### src/rtl/grn_node_lut.sv
// grn_node_lut: one gene of a Boolean-network accelerator.
// It tracks a slow (s0) and a fast (s1) trajectory for tortoise/hare
// attractor detection. The next state comes from a run-time loadable truth
// table over NUM_IN regulator inputs. The node also counts s1 flips with a
// saturating counter.
module grn_node_lut #(
    parameter int unsigned NUM_IN   = 3,
    parameter int unsigned SLOW_DIV = 2,
    parameter int unsigned CNT_W    = 16
) (
    input  logic                     clk,
    input  logic                     rst,
    input  logic                     reset_nos,
    input  logic                     init_state,
    input  logic                     lut_we,
    input  logic [(1<<NUM_IN)-1:0]   lut_data,
    input  logic                     start_s0,
    input  logic                     start_s1,
    input  logic [NUM_IN-1:0]        in_s0,
    input  logic [NUM_IN-1:0]        in_s1,
    output logic                     s0,
    output logic                     s1,
    output logic                     match,
    output logic [CNT_W-1:0]         flip_cnt,
    output logic                     flip_sat
);

    localparam int unsigned LUT_W  = 1 << NUM_IN;
    localparam int unsigned PASS_W = (SLOW_DIV > 1) ? $clog2(SLOW_DIV) : 1;
    // Phase value at which the next start_s0 actually advances s0.
    localparam logic [PASS_W-1:0] PASS_LAST = PASS_W'(SLOW_DIV - 1);

    logic [LUT_W-1:0]  lut_q,  lut_d;
    logic              s0_q,   s0_d;
    logic              s1_q,   s1_d;
    logic [PASS_W-1:0] pass_q, pass_d;
    logic [CNT_W-1:0]  flip_q, flip_d;

    logic lut_s0_val;
    logic lut_s1_val;
    logic flip_full;

    // Truth-table lookups use the table registered before this edge, so a
    // step coinciding with lut_we still sees the old table.
    always_comb begin
        lut_s0_val = lut_q[in_s0];
        lut_s1_val = lut_q[in_s1];
        flip_full  = (flip_q == {CNT_W{1'b1}});
    end

    // Next-state selection for the table, both trajectories and the counters.
    always_comb begin
        lut_d  = lut_q;
        s0_d   = s0_q;
        s1_d   = s1_q;
        pass_d = pass_q;
        flip_d = flip_q;

        if (lut_we) begin
            lut_d = lut_data;
        end

        if (reset_nos) begin
            // Presetting the phase makes the very first start_s0 update s0.
            s0_d   = init_state;
            s1_d   = init_state;
            pass_d = PASS_LAST;
            flip_d = '0;
        end else begin
            if (start_s0) begin
                if (pass_q == PASS_LAST) begin
                    s0_d   = lut_s0_val;
                    pass_d = '0;
                end else begin
                    pass_d = pass_q + 1'b1;
                end
            end
            if (start_s1) begin
                s1_d = lut_s1_val;
                if ((lut_s1_val != s1_q) && !flip_full) begin
                    flip_d = flip_q + 1'b1;
                end
            end
        end
    end

    // State registers with synchronous active-high reset.
    always_ff @(posedge clk) begin
        if (rst) begin
            lut_q  <= '0;
            s0_q   <= 1'b0;
            s1_q   <= 1'b0;
            pass_q <= '0;
            flip_q <= '0;
        end else begin
            lut_q  <= lut_d;
            s0_q   <= s0_d;
            s1_q   <= s1_d;
            pass_q <= pass_d;
            flip_q <= flip_d;
        end
    end

    // Outputs derived directly from the registers.
    always_comb begin
        s0       = s0_q;
        s1       = s1_q;
        match    = ~(s0_q ^ s1_q);
        flip_cnt = flip_q;
        flip_sat = flip_full;
    end

endmodule
### config.mk
export PLATFORM = sky130hd
export DESIGN_NAME = grn_node_lut
export DESIGN_NICKNAME = d
export VERILOG_FILES = /design/src/rtl/grn_node_lut.sv
export SDC_FILE = /design/constraint.sdc
export NUM_CORES = 1
export LEC_CHECK = 0
export CAP_MARGIN = 5
export CORE_MARGIN = 2
export CORE_UTILIZATION = 48
export DETAILED_ROUTE_END_ITERATION = 10
export PLACE_DENSITY = 0.8
export SKIP_CTS_REPAIR_TIMING = 1
export SLEW_MARGIN = 20
export SYNTH_ARGS = -nofsm -noshare
export SYNTH_HDL_FRONTEND = slang
export SYNTH_SLANG_ARGS = --single-unit
### constraint.sdc
create_clock -name clk -period 3.4 [get_ports clk]
set_clock_uncertainty 0.05 [all_clocks]
set_input_delay 1.02 -clock clk [delete_from_list [all_inputs] [get_ports clk]]
set_output_delay 1.02 -clock clk [all_outputs]
set_load 0.02 [all_outputs]
==> flow_summary.toml, run 1 <==
[critical_path]
startpoint_type = "flip-flop"
slowest_cp_cell = "sky130_fd_sc_hd__clkdlybuf4s50_1"
cp_data_arrival_time_ns = 2.12
path_buf_inv = 1
critPathCaptureType = "primary output"
crit_required_ns = 2.33
worst-path-max-fanout = 5
critPathKind = "flip-flop to primary output"
cp_cell_sequence = "ha_1 -> nand3_1 -> nor4_4 -> clkdlybuf4s50_1"
critical-path-top-delay-family = "buffers and inverters"
critical-path-max-stage-delay_ns = 0.65

[power]
vdd.ir_drop.worst_mv = 0.154
pwr_density_cell_nw_per_um2 = 294
power.total_w = 0.000580
p_leak_nw = 0.711

[drt]
detail-route-antenna-nets = 0
drt_iter0_markers = 88
wl_met3_microns = 187
wl_per_cell_microns = 13.9
drc = 0
route.top_layer_used = "met4"
dr_total_vias = 1366
finalWirelength_microns = 3370
post_drt_via_cell_ratio = 5.62
drt_first_pass_iters = 4
met1Wirelength_microns = 1400
met2_length_microns = 1730

[synthesis]
synth_area_sq_um = 1510
ys_dominant_reg_cell = "sky130_fd_sc_hd__dfxtp_1"
synth_fp_nets = 182
synth_seq_area_share_pct = 35.8
synth_enable_flop_cells = 0
async_reset_ff_share_pct = 0
post_synth_inst_count = 160
ys_ff_latch = 27
mapped_avg_cell_area_sq_um = 9.43
synthDistinctLibCells = 39
synth-warning-count = 0

[global_routing]
antenna_found_initial = 0
number_of_global_route_vias_before_repair = 1201
grt_max_degree = 21
grt_first_pass_wirelength_microns = 5450
grt_util_all_layers_pct = 20.4
grt.overflow.total = 0

[layout]
n_antenna_cell = 0
post_route_cells_drive_above_1_share_pct = 7.54
nets = 222
most_common_cell_after_layout_fill_and_taps_aside = "sky130_fd_sc_hd__clkdlybuf4s50_1"
commonest_non_fill_non_tap_cells_in_the_layout = "sky130_fd_sc_hd__clkdlybuf4s50_1 (40), sky130_fd_sc_hd__dfxtp_1 (27), sky130_fd_sc_hd__mux2i_1 (18)"
area_delta_synth_final_pct = 30.7
final_design_area_no_fill_sq_um = 1970

[place]
detailed_place_hpwl_microns = 2580
placement.io_buffers = 40
globalplace.congestion = 0.867
dp_slack_ns = -0.00436
dpl_cell_area_sq_um = 1940

[floorplanning]
core.rowCount = 20
die_area_sq_um = 3610
core_area_sq_um = 3030
top_level_ports = 41
initial_utilization_pct = 49.8
dieWidth_microns = 60.1
die_h_microns = 60.1

[clock_tree]
cts_root_buffer = "sky130_fd_sc_hd__clkbuf_4"
clk_path_buf_depth = 2
clk_pin_slew_worst_paths_ns = 0.15
number_of_buffers_created_by_cts = 3
cts_sinks = 27
cts_tree = "built"
htree_num_levels = 1
clkLatencyLatePin_ns = 0.34

[timing]
final_max_tran_viols = 0
finalSetupViolations = 0
maxSlewHeadroom_pct = 59.6
fmaxAchievable_ghz = 0.313
final_clock_period_utilization_by_the_worst_path_pct = 93.9
post_layout_min_period_ns = 3.19
worst_hold_slack_ns = 0.461
finalHoldViolations = 0
grt_setup_unrepaired = "false"
worst_slack_ns = 0.207
timing_worst_slew_pin_value_ns = 0.604

[status]
outcome = "complete, no violations"

[run]
max-cap-violations = 0

[hold_path]
worst_hold_path_type = "flip-flop to flip-flop"
layer usage:
layer  GRT usage [%]  vias up
met2            35.4       41
li1                -      681
met1            24.1      639
met3            3.68        5
met5               0        -
met4            9.52        0
worst reg2reg max path: stages (launching register included):
cell and delay, ns:
sky130_fd_sc_hd__dfxtp_1 0.44, sky130_fd_sc_hd__nand4_1 0.28, sky130_fd_sc_hd__nor3_1 0.39, sky130_fd_sc_hd__or3b_1 0.41
sky130_fd_sc_hd__or4_1 0.40, sky130_fd_sc_hd__a21oi_1 0.17
cell type report:
class / count / area [sq um]
fillers: 236 / 1060
multi-input cells: 123 / 922
flip-flops and latches: 27 / 541
repair buffers: 42 / 415
well taps: 44 / 55.1
clock buffers: 3 / 22.5
inverters: 3 / 11.3
clock inverters: 1 / 5.00
cell families after synthesis:
| logic type | synth area share [%] |
|---|---|
| flip-flops | 35.8 |
| multiplexers | 19.9 |
| adder cells (fa/ha/maj) | 0.829 |
| buffers and inverters | 3.07 |
| XOR/XNOR | 2.99 |
| AO/OA/AOI/OAI | 9.62 |
| AND/OR/NAND/NOR | 27.8 |
report_power, final:
group	total [W]	internal [W]	switching (W)
registers	0.000334	0.000325	0.00000862
logic	0.000101	0.0000532	0.0000476
clock network	0.000146	0.0000445	0.000101
total	0.000580	0.000423	0.000157
stage by stage:
step,utilization [%],std cells,TNS [ns]
global route,65.1,243,0
CTS,64.9,242,0
floorplan,-,160,0
finish,65.1,243,0
global placement,64.0,238,0
detailed placement,64.0,238,-0.00436
cells in the mapped netlist (2+ instances only):
library cell | n | area, sq um
sky130_fd_sc_hd__nor3_1 | 2 | 10.0
sky130_fd_sc_hd__or4_1 | 6 | 45.0
sky130_fd_sc_hd__dfxtp_1 | 27 | 541
sky130_fd_sc_hd__nor2_1 | 16 | 60.1
sky130_fd_sc_hd__o31ai_1 | 5 | 37.5
sky130_fd_sc_hd__nand2_1 | 16 | 60.1
sky130_fd_sc_hd__mux4_1 | 2 | 52.6
sky130_fd_sc_hd__clkbuf_1 | 5 | 18.8
sky130_fd_sc_hd__nand3_1 | 4 | 20.0
sky130_fd_sc_hd__o21ai_0 | 5 | 25.0
sky130_fd_sc_hd__a21oi_1 | 10 | 50.1
sky130_fd_sc_hd__nand4_1 | 4 | 25.0
sky130_fd_sc_hd__or3_1 | 10 | 62.6
sky130_fd_sc_hd__mux4_2 | 2 | 45.0
sky130_fd_sc_hd__inv_1 | 3 | 11.3
sky130_fd_sc_hd__mux2i_1 | 18 | 180
sky130_fd_sc_hd__nor4_1 | 3 | 18.8
state kept, by name, summed over array words and instances, names as in the netlist:
signal	cells
flip_cnt	16
s0	1
lut_q	8
pass_q	1
s1	1
worst paths after layout:
check / cells after the start / from / slack, ns / endpoint
worst max register to register: 5 / flip_cnt[7] / 1.20 / flip_cnt[15]
worst min register to register: 2 / flip_cnt[9] / 0.46 / flip_cnt[9]
worst min-delay path: 2 / flip_cnt[9] / 0.46 / flip_cnt[9]
worst max-delay path: 4 / flip_cnt[0] / 0.21 / flip_sat
Note: power is estimated with default switching activity, not from simulation.
==> run 2: changes to the inputs <==
Settings changed: ABC_AREA set to 1, CORE_UTILIZATION 48 to 49, SKIP_CTS_REPAIR_TIMING 1 to unset.
==> flow_summary.toml, run 2 <==
[status]
outcome = "complete, no violations"

[clock_tree]
htree_num_levels = 1
clk_pin_slew_worst_paths_ns = 0.16
cts_sinks = 27
clk_path_buf_depth = 2
number_of_buffers_created_by_cts = 3
cts_hold_buffers = 0
clkLatencyLatePin_ns = 0.34
cts_root_buffer = "sky130_fd_sc_hd__clkbuf_4"
post_cts_setup_buffers = 0
cts_tree = "built"

[power]
vdd.ir_drop.worst_mv = 0.193
pwr-share-clk_pct = 24.0
seqPwrFrac_pct = 54.9
cell_int_power_w = 0.000432
p_leak_nw = 0.884
pwr_density_cell_nw_per_um2 = 290
power_switching_w = 0.000181
netSwitchingFraction_pct = 29.6
comb_power_share_pct = 21.0

[timing]
maxSlewHeadroom_pct = 76.0
final_max_tran_viols = 0
post_layout_min_period_ns = 2.87
grt_setup_unrepaired = "false"
fmaxAchievable_ghz = 0.349
finalSetupViolations = 0
timing_worst_slew_pin_value_ns = 0.359
worst_hold_slack_ns = 0.435
fin_tns_setup_ns = 0
finalHoldViolations = 0
final_clock_period_utilization_by_the_worst_path_pct = 84.4

[critical_path]
crit_required_ns = 2.33
startpoint_type = "flip-flop"
regToRegSetupSlack_ns = 1.56
critPathCaptureType = "primary output"
critPathKind = "flip-flop to primary output"
worst_r2r_startpoint = "flip_cnt[0]"
cp_data_arrival_time_ns = 1.80
worst-path-max-fanout = 5
critical_path.reg2reg.endpoint = "flip_cnt[0]"
reg2reg_depth = 11

[place]
detailed_place_hpwl_microns = 2580
dpl_cell_area_sq_um = 2080
globalplace.congestion = 0.869
placement.io_buffers = 40

[drt]
drc = 0
drt_iter0_markers = 69
post_drt_via_cell_ratio = 4.78
drt_first_pass_iters = 4
detail-route-antenna-nets = 0
wl_per_cell_microns = 9.70
finalWirelength_microns = 3340
dr_total_vias = 1645

[global_routing]
number_of_global_route_vias_before_repair = 1421
groute.layer.met3.usage_pct = 3.73
grt_util_all_layers_pct = 19.4
grt_max_degree = 21
antenna_found_initial = 0
grt.overflow.total = 0
m1_gr_usage_pct = 24.8
grt.busiest_layer = "met2"
grt_first_pass_wirelength_microns = 5640
grt_use_met2_pct = 31.8

[floorplanning]
die_h_microns = 62.1
dieWidth_microns = 62.1
initial_utilization_pct = 50.3
core_area_sq_um = 3280
core.rowCount = 21
top_level_ports = 41
die_area_sq_um = 3850

[synthesis]
async_reset_ff_share_pct = 0
yosys.area.top_type_share_pct = 32.7
yosysTopAreaCell = "sky130_fd_sc_hd__dfxtp_1"
yosys-top-cells-area = "sky130_fd_sc_hd__dfxtp_1 (33%), sky130_fd_sc_hd__nand2_1 (13%), sky130_fd_sc_hd__nor2_1 (8.4%)"
synth_fp_nets = 279
mapped_avg_cell_area_sq_um = 6.43
synthDistinctLibCells = 24
ys_dominant_reg_cell = "sky130_fd_sc_hd__dfxtp_1"
synth-warning-count = 0
synth_enable_flop_cells = 0
most_repeated_cell_in_the_gate_level_netlist_after_synthesis = "sky130_fd_sc_hd__nand2_1"
post_synth_inst_count = 257
synth_area_sq_um = 1650
synth.cells.most_frequent = "sky130_fd_sc_hd__nand2_1 (55), sky130_fd_sc_hd__nor2_1 (37), sky130_fd_sc_hd__inv_1 (34), sky130_fd_sc_hd__dfxtp_1 (27), sky130_fd_sc_hd__o21ai_0 (19)"
synth_seq_area_share_pct = 32.7
ys_ff_latch = 27

[run]
max-cap-violations = 0

[layout]
most_common_cell_after_layout_fill_and_taps_aside = "sky130_fd_sc_hd__nand2_1"
commonest_non_fill_non_tap_cells_in_the_layout = "sky130_fd_sc_hd__nand2_1 (55), sky130_fd_sc_hd__clkdlybuf4s50_1 (39), sky130_fd_sc_hd__nor2_1 (37)"
nets = 321
final_design_area_no_fill_sq_um = 2120
largest_reg_flops = 16
post_route_cells_drive_above_1_share_pct = 12.1
area_delta_synth_final_pct = 28.3
n_antenna_cell = 0

[hold_path]
worst_hold_path_type = "flip-flop to flip-flop"
timing.hold.worst.start = "lut_q[3]"
hold_end = "lut_q[3]"
whs_path_depth = 2
-- run 2: cell count changes after synthesis, sizes merged, moves of 6 or more --
cell and change:
o21ai +16, nor2 +28, nand2 +41, mux2i -19
or4 -6, or3 -10, inv +39, nand3 +21
-- run 2: cell families after synthesis --
family / count (synthesis) / share of synthesized area, %
AOI/OAI and AO/OA: 34 / 10.3
xor gates and xnor gates: 3 / 1.59
adders and majority gates: 1 / 0.757
buffers and inverters: 51 / 13.1
DFF: 27 / 32.7
and+or+nand+nor: 141 / 41.5
-- run 2: power groups by stage --
stage                     Sequential [W]  Combinational, W  Clock, W
final                           0.000337          0.000129  0.000147
after global routing            0.000339          0.000144  0.000163
after CTS                       0.000337          0.000130  0.000152
after detailed placement        0.000344          0.000130         0
after global placement          0.000343          0.000128         0
after floorplan                 0.000348         0.0000740         0
-- run 2: worst max-delay path, stage by stage (launching register included) --
cell	delay, ns
sky130_fd_sc_hd__dfxtp_1	0.42
sky130_fd_sc_hd__ha_1	0.22
sky130_fd_sc_hd__nand2_2	0.08
sky130_fd_sc_hd__nor2_2	0.14
sky130_fd_sc_hd__nand4_2	0.14
sky130_fd_sc_hd__inv_2	0.10
sky130_fd_sc_hd__nand3_4	0.06
sky130_fd_sc_hd__inv_1	0.07
sky130_fd_sc_hd__dlymetal6s2s_1	0.22
-- run 2: timing repair --
action                     4_1_cts  5_1_grt
setup endpoints to repair        0        1
hold endpoints to repair         0        0
gates resized for setup          0        2
-- run 2: per-layer routing --
metal	part of all wire, %	vias up
li1	-	890
met1	49	710
met2	45	41
met3	4.5	4
met4	1.6	0
met5	0	-
-- run 2: worst max-delay path by stage --
stage / to / cells after the start / start
floorplan: flip_sat / 8 / flip_cnt[1]
global placement: flip_sat / 8 / flip_cnt[1]
detailed placement: flip_sat / 8 / flip_cnt[1]
CTS: flip_sat / 8 / flip_cnt[1]
global route: flip_sat / 8 / flip_cnt[0]
finish: flip_sat / 8 / flip_cnt[0]
-- run 2: through the flow --
step | util [%] | setup WS, ns | total power (W) | instances
6_report | 64.5 | 0.531 | 0.000613 | 344
4_1_cts | 64.4 | 0.122 | 0.000619 | 344
5_1_grt | 64.5 | 0.359 | 0.000646 | 344
3_5_place_dp | 63.5 | 0.524 | 0.000474 | 340
3_3_place_gp | 63.5 | 0.566 | 0.000472 | 340
2_1_floorplan | - | 0.801 | 0.000422 | 257
-- run 2: final cells by class --
class / instances / area (sq um)
clock inverters: 1 / 7.51
fillers: 320 / 1170
repair buffers: 43 / 425
well taps: 46 / 57.6
inverters: 45 / 169
clock buffers: 3 / 22.5
multi-input cells: 179 / 895
flip-flops and latches: 27 / 542
==> run 3: changes to the inputs <==
Settings changed: CORE_UTILIZATION 49 to 44, PLACE_DENSITY 0.8 to 0.75.
Clock period 3.4 ns to 2.3 ns, I/O delays scaled along.
==> flow_summary.toml, run 3 (synthesis gave the netlist of run 2 again) <==
[power]
p_leak_nw = 0.974
cell_int_power_w = 0.000709
vdd.ir_drop.worst_mv = 0.267
pwr_density_cell_nw_per_um2 = 432
power.total_w = 0.000984
comb_power_share_pct = 21.7
pwr-share-clk_pct = 28.0
netSwitchingFraction_pct = 28.0
power_switching_w = 0.000276
seqPwrFrac_pct = 50.3

[drt]
finalWirelength_microns = 3670
route.top_layer_used = "met4"
met1Wirelength_microns = 1790
dr_total_vias = 1704
wl_per_cell_microns = 10.1
drc = 0
detail-route-antenna-nets = 0
post_drt_via_cell_ratio = 4.67
met2_length_microns = 1700
drt_first_pass_iters = 6
drt_iter0_markers = 74
wl_met3_microns = 128

[place]
dpl_cell_area_sq_um = 2230
dp_slack_ns = -0.0806
placement.io_buffers = 40
globalplace.congestion = 0.823
placed_cells = 361
detailed_place_hpwl_microns = 2900

[floorplanning]
top_level_ports = 41
die_h_microns = 65.3
core.rowCount = 22
dieWidth_microns = 65.3
core_area_sq_um = 3630
die_area_sq_um = 4260
initial_utilization_pct = 45.5

[hold_path]
worst_hold_path_type = "flip-flop to flip-flop"
hold_end = "lut_q[3]"
timing.hold.worst.start = "lut_q[3]"
whs_path_depth = 2

[clock_tree]
clk_path_buf_depth = 2
number_of_buffers_created_by_cts = 3
clk_pin_slew_worst_paths_ns = 0.09
htree_num_levels = 1
cts_sinks = 27
clkLatencyLatePin_ns = 0.28
post_cts_setup_buffers = 0
cts_tree = "built"
cts_hold_buffers = 0
cts_root_buffer = "sky130_fd_sc_hd__clkbuf_8"

[critical_path]
reg2reg_depth = 11
critical-path-max-stage-delay_ns = 0.34
slowest_cp_cell = "sky130_fd_sc_hd__dfxtp_2"
path_buf_inv = 3
cp_cell_sequence = "ha_2 -> nand2_2 -> nor2_4 -> nand4_2 -> inv_2 -> nand3_4 -> inv_1 -> buf_2"
worst-path-max-fanout = 3
crit_required_ns = 1.56
critPathKind = "flip-flop to primary output"
cp_data_arrival_time_ns = 1.47
critical-path-top-delay-family = "simple AND/OR/NAND/NOR gates"
worst_r2r_startpoint = "flip_cnt[4]"
startpoint_type = "flip-flop"
critical_path.reg2reg.endpoint = "flip_cnt[13]"
critPathCaptureType = "primary output"
regToRegSetupSlack_ns = 0.62

[layout]
post_route_cells_drive_above_1_share_pct = 18.3
commonest_non_fill_non_tap_cells_in_the_layout = "sky130_fd_sc_hd__nand2_1 (55), sky130_fd_sc_hd__clkdlybuf4s50_1 (39), sky130_fd_sc_hd__nor2_1 (37)"
largest_reg_flops = 16
area_delta_synth_final_pct = 38.1
nets = 340
final_design_area_no_fill_sq_um = 2280
n_antenna_cell = 0
most_common_cell_after_layout_fill_and_taps_aside = "sky130_fd_sc_hd__nand2_1"
final-instance-count-excl-fill = 365

[status]
outcome = "complete, no violations"

[timing]
finalHoldViolations = 0
worst_slack_ns = 0.0903
final_max_tran_viols = 0
maxSlewHeadroom_pct = 74.9
timing_worst_slew_pin_value_ns = 0.377
worst_hold_slack_ns = 0.435
final_clock_period_utilization_by_the_worst_path_pct = 96.1
fmaxAchievable_ghz = 0.453
finalSetupViolations = 0
post_layout_min_period_ns = 2.21

[global_routing]
grt_first_pass_wirelength_microns = 6540
grt.overflow.total = 0
antenna_found_initial = 0
grt_max_degree = 21
number_of_global_route_vias_before_repair = 1597
grt_util_all_layers_pct = 19.3

[run]
max-cap-violations = 0
## run 3: cell count changes in the layout (fill, tap and decap cells not counted)
cell and change:
sky130_fd_sc_hd__ha_2 +1, sky130_fd_sc_hd__nor2_4 +1, sky130_fd_sc_hd__ha_1 -1, sky130_fd_sc_hd__dfxtp_1 -1
sky130_fd_sc_hd__clkbuf_8 +3, sky130_fd_sc_hd__dfxtp_2 +1, sky130_fd_sc_hd__dlymetal6s2s_1 -1, sky130_fd_sc_hd__nor2_2 -1
sky130_fd_sc_hd__clkinvlp_4 -1, sky130_fd_sc_hd__buf_4 +19, sky130_fd_sc_hd__buf_2 +1, sky130_fd_sc_hd__clkinv_2 +1
sky130_fd_sc_hd__clkbuf_4 -3
## run 3: what timing repair did
item                       4_1_cts  5_1_grt
resized for setup                5        3
gates cloned                     0        0
setup endpoints to repair        1        1
## run 3: stage by stage
stage | setup TNS [ns] | util, %
after global placement | -0.0960 | 61.4
final | 0 | 62.8
after global routing | -0.00367 | 62.8
after detailed placement | -0.294 | 61.4
after CTS | 0 | 62.6
after floorplan | 0 | -
## run 3: final cells by class
type                       count  area [sq um]
timing repair buffer          62           561
inverter                      45           169
fill                         351          1350
sequential                    27           543
clock buffer                   3          41.3
multi-input combinational    179           902
clock inverter                 1          5.00
tap                           48          60.1
## run 3: tightest hold or removal path, cell delays in order, from the launching register on
cell and delay [ns]:
sky130_fd_sc_hd__dfxtp_1 0.32, sky130_fd_sc_hd__inv_1 0.07, sky130_fd_sc_hd__a21oi_1 0.06
## run 3: worst max-delay path by stage
stage / cells after the start / to / slack (ns) / from
floorplan: 8 / flip_sat / 0.03 / flip_cnt[1]
global placement: 8 / flip_sat / -0.04 / flip_cnt[0]
detailed placement: 8 / flip_sat / -0.08 / flip_cnt[0]
CTS: 8 / flip_sat / 0.05 / flip_cnt[0]
global route: 8 / flip_sat / -0.004 / flip_cnt[0]
finish: 8 / flip_sat / 0.09 / flip_cnt[0]
## run 3: metal layers
layer  vias up  global-route usage [%]
li1        930                       -
met4         0                    7.29
met5         -                       0
met3         5                    2.91
met2        33                    34.3
met1       736                    23.2
## run 3: power by group through the flow
stage / sequential, W / clock, W / combinational, W
2_1_floorplan: 0.000515 / 0 / 0.000109
3_3_place_gp: 0.000506 / 0 / 0.000210
3_5_place_dp: 0.000506 / 0 / 0.000213
4_1_cts: 0.000495 / 0.000279 / 0.000214
5_1_grt: 0.000498 / 0.000296 / 0.000238
6_report: 0.000496 / 0.000276 / 0.000213
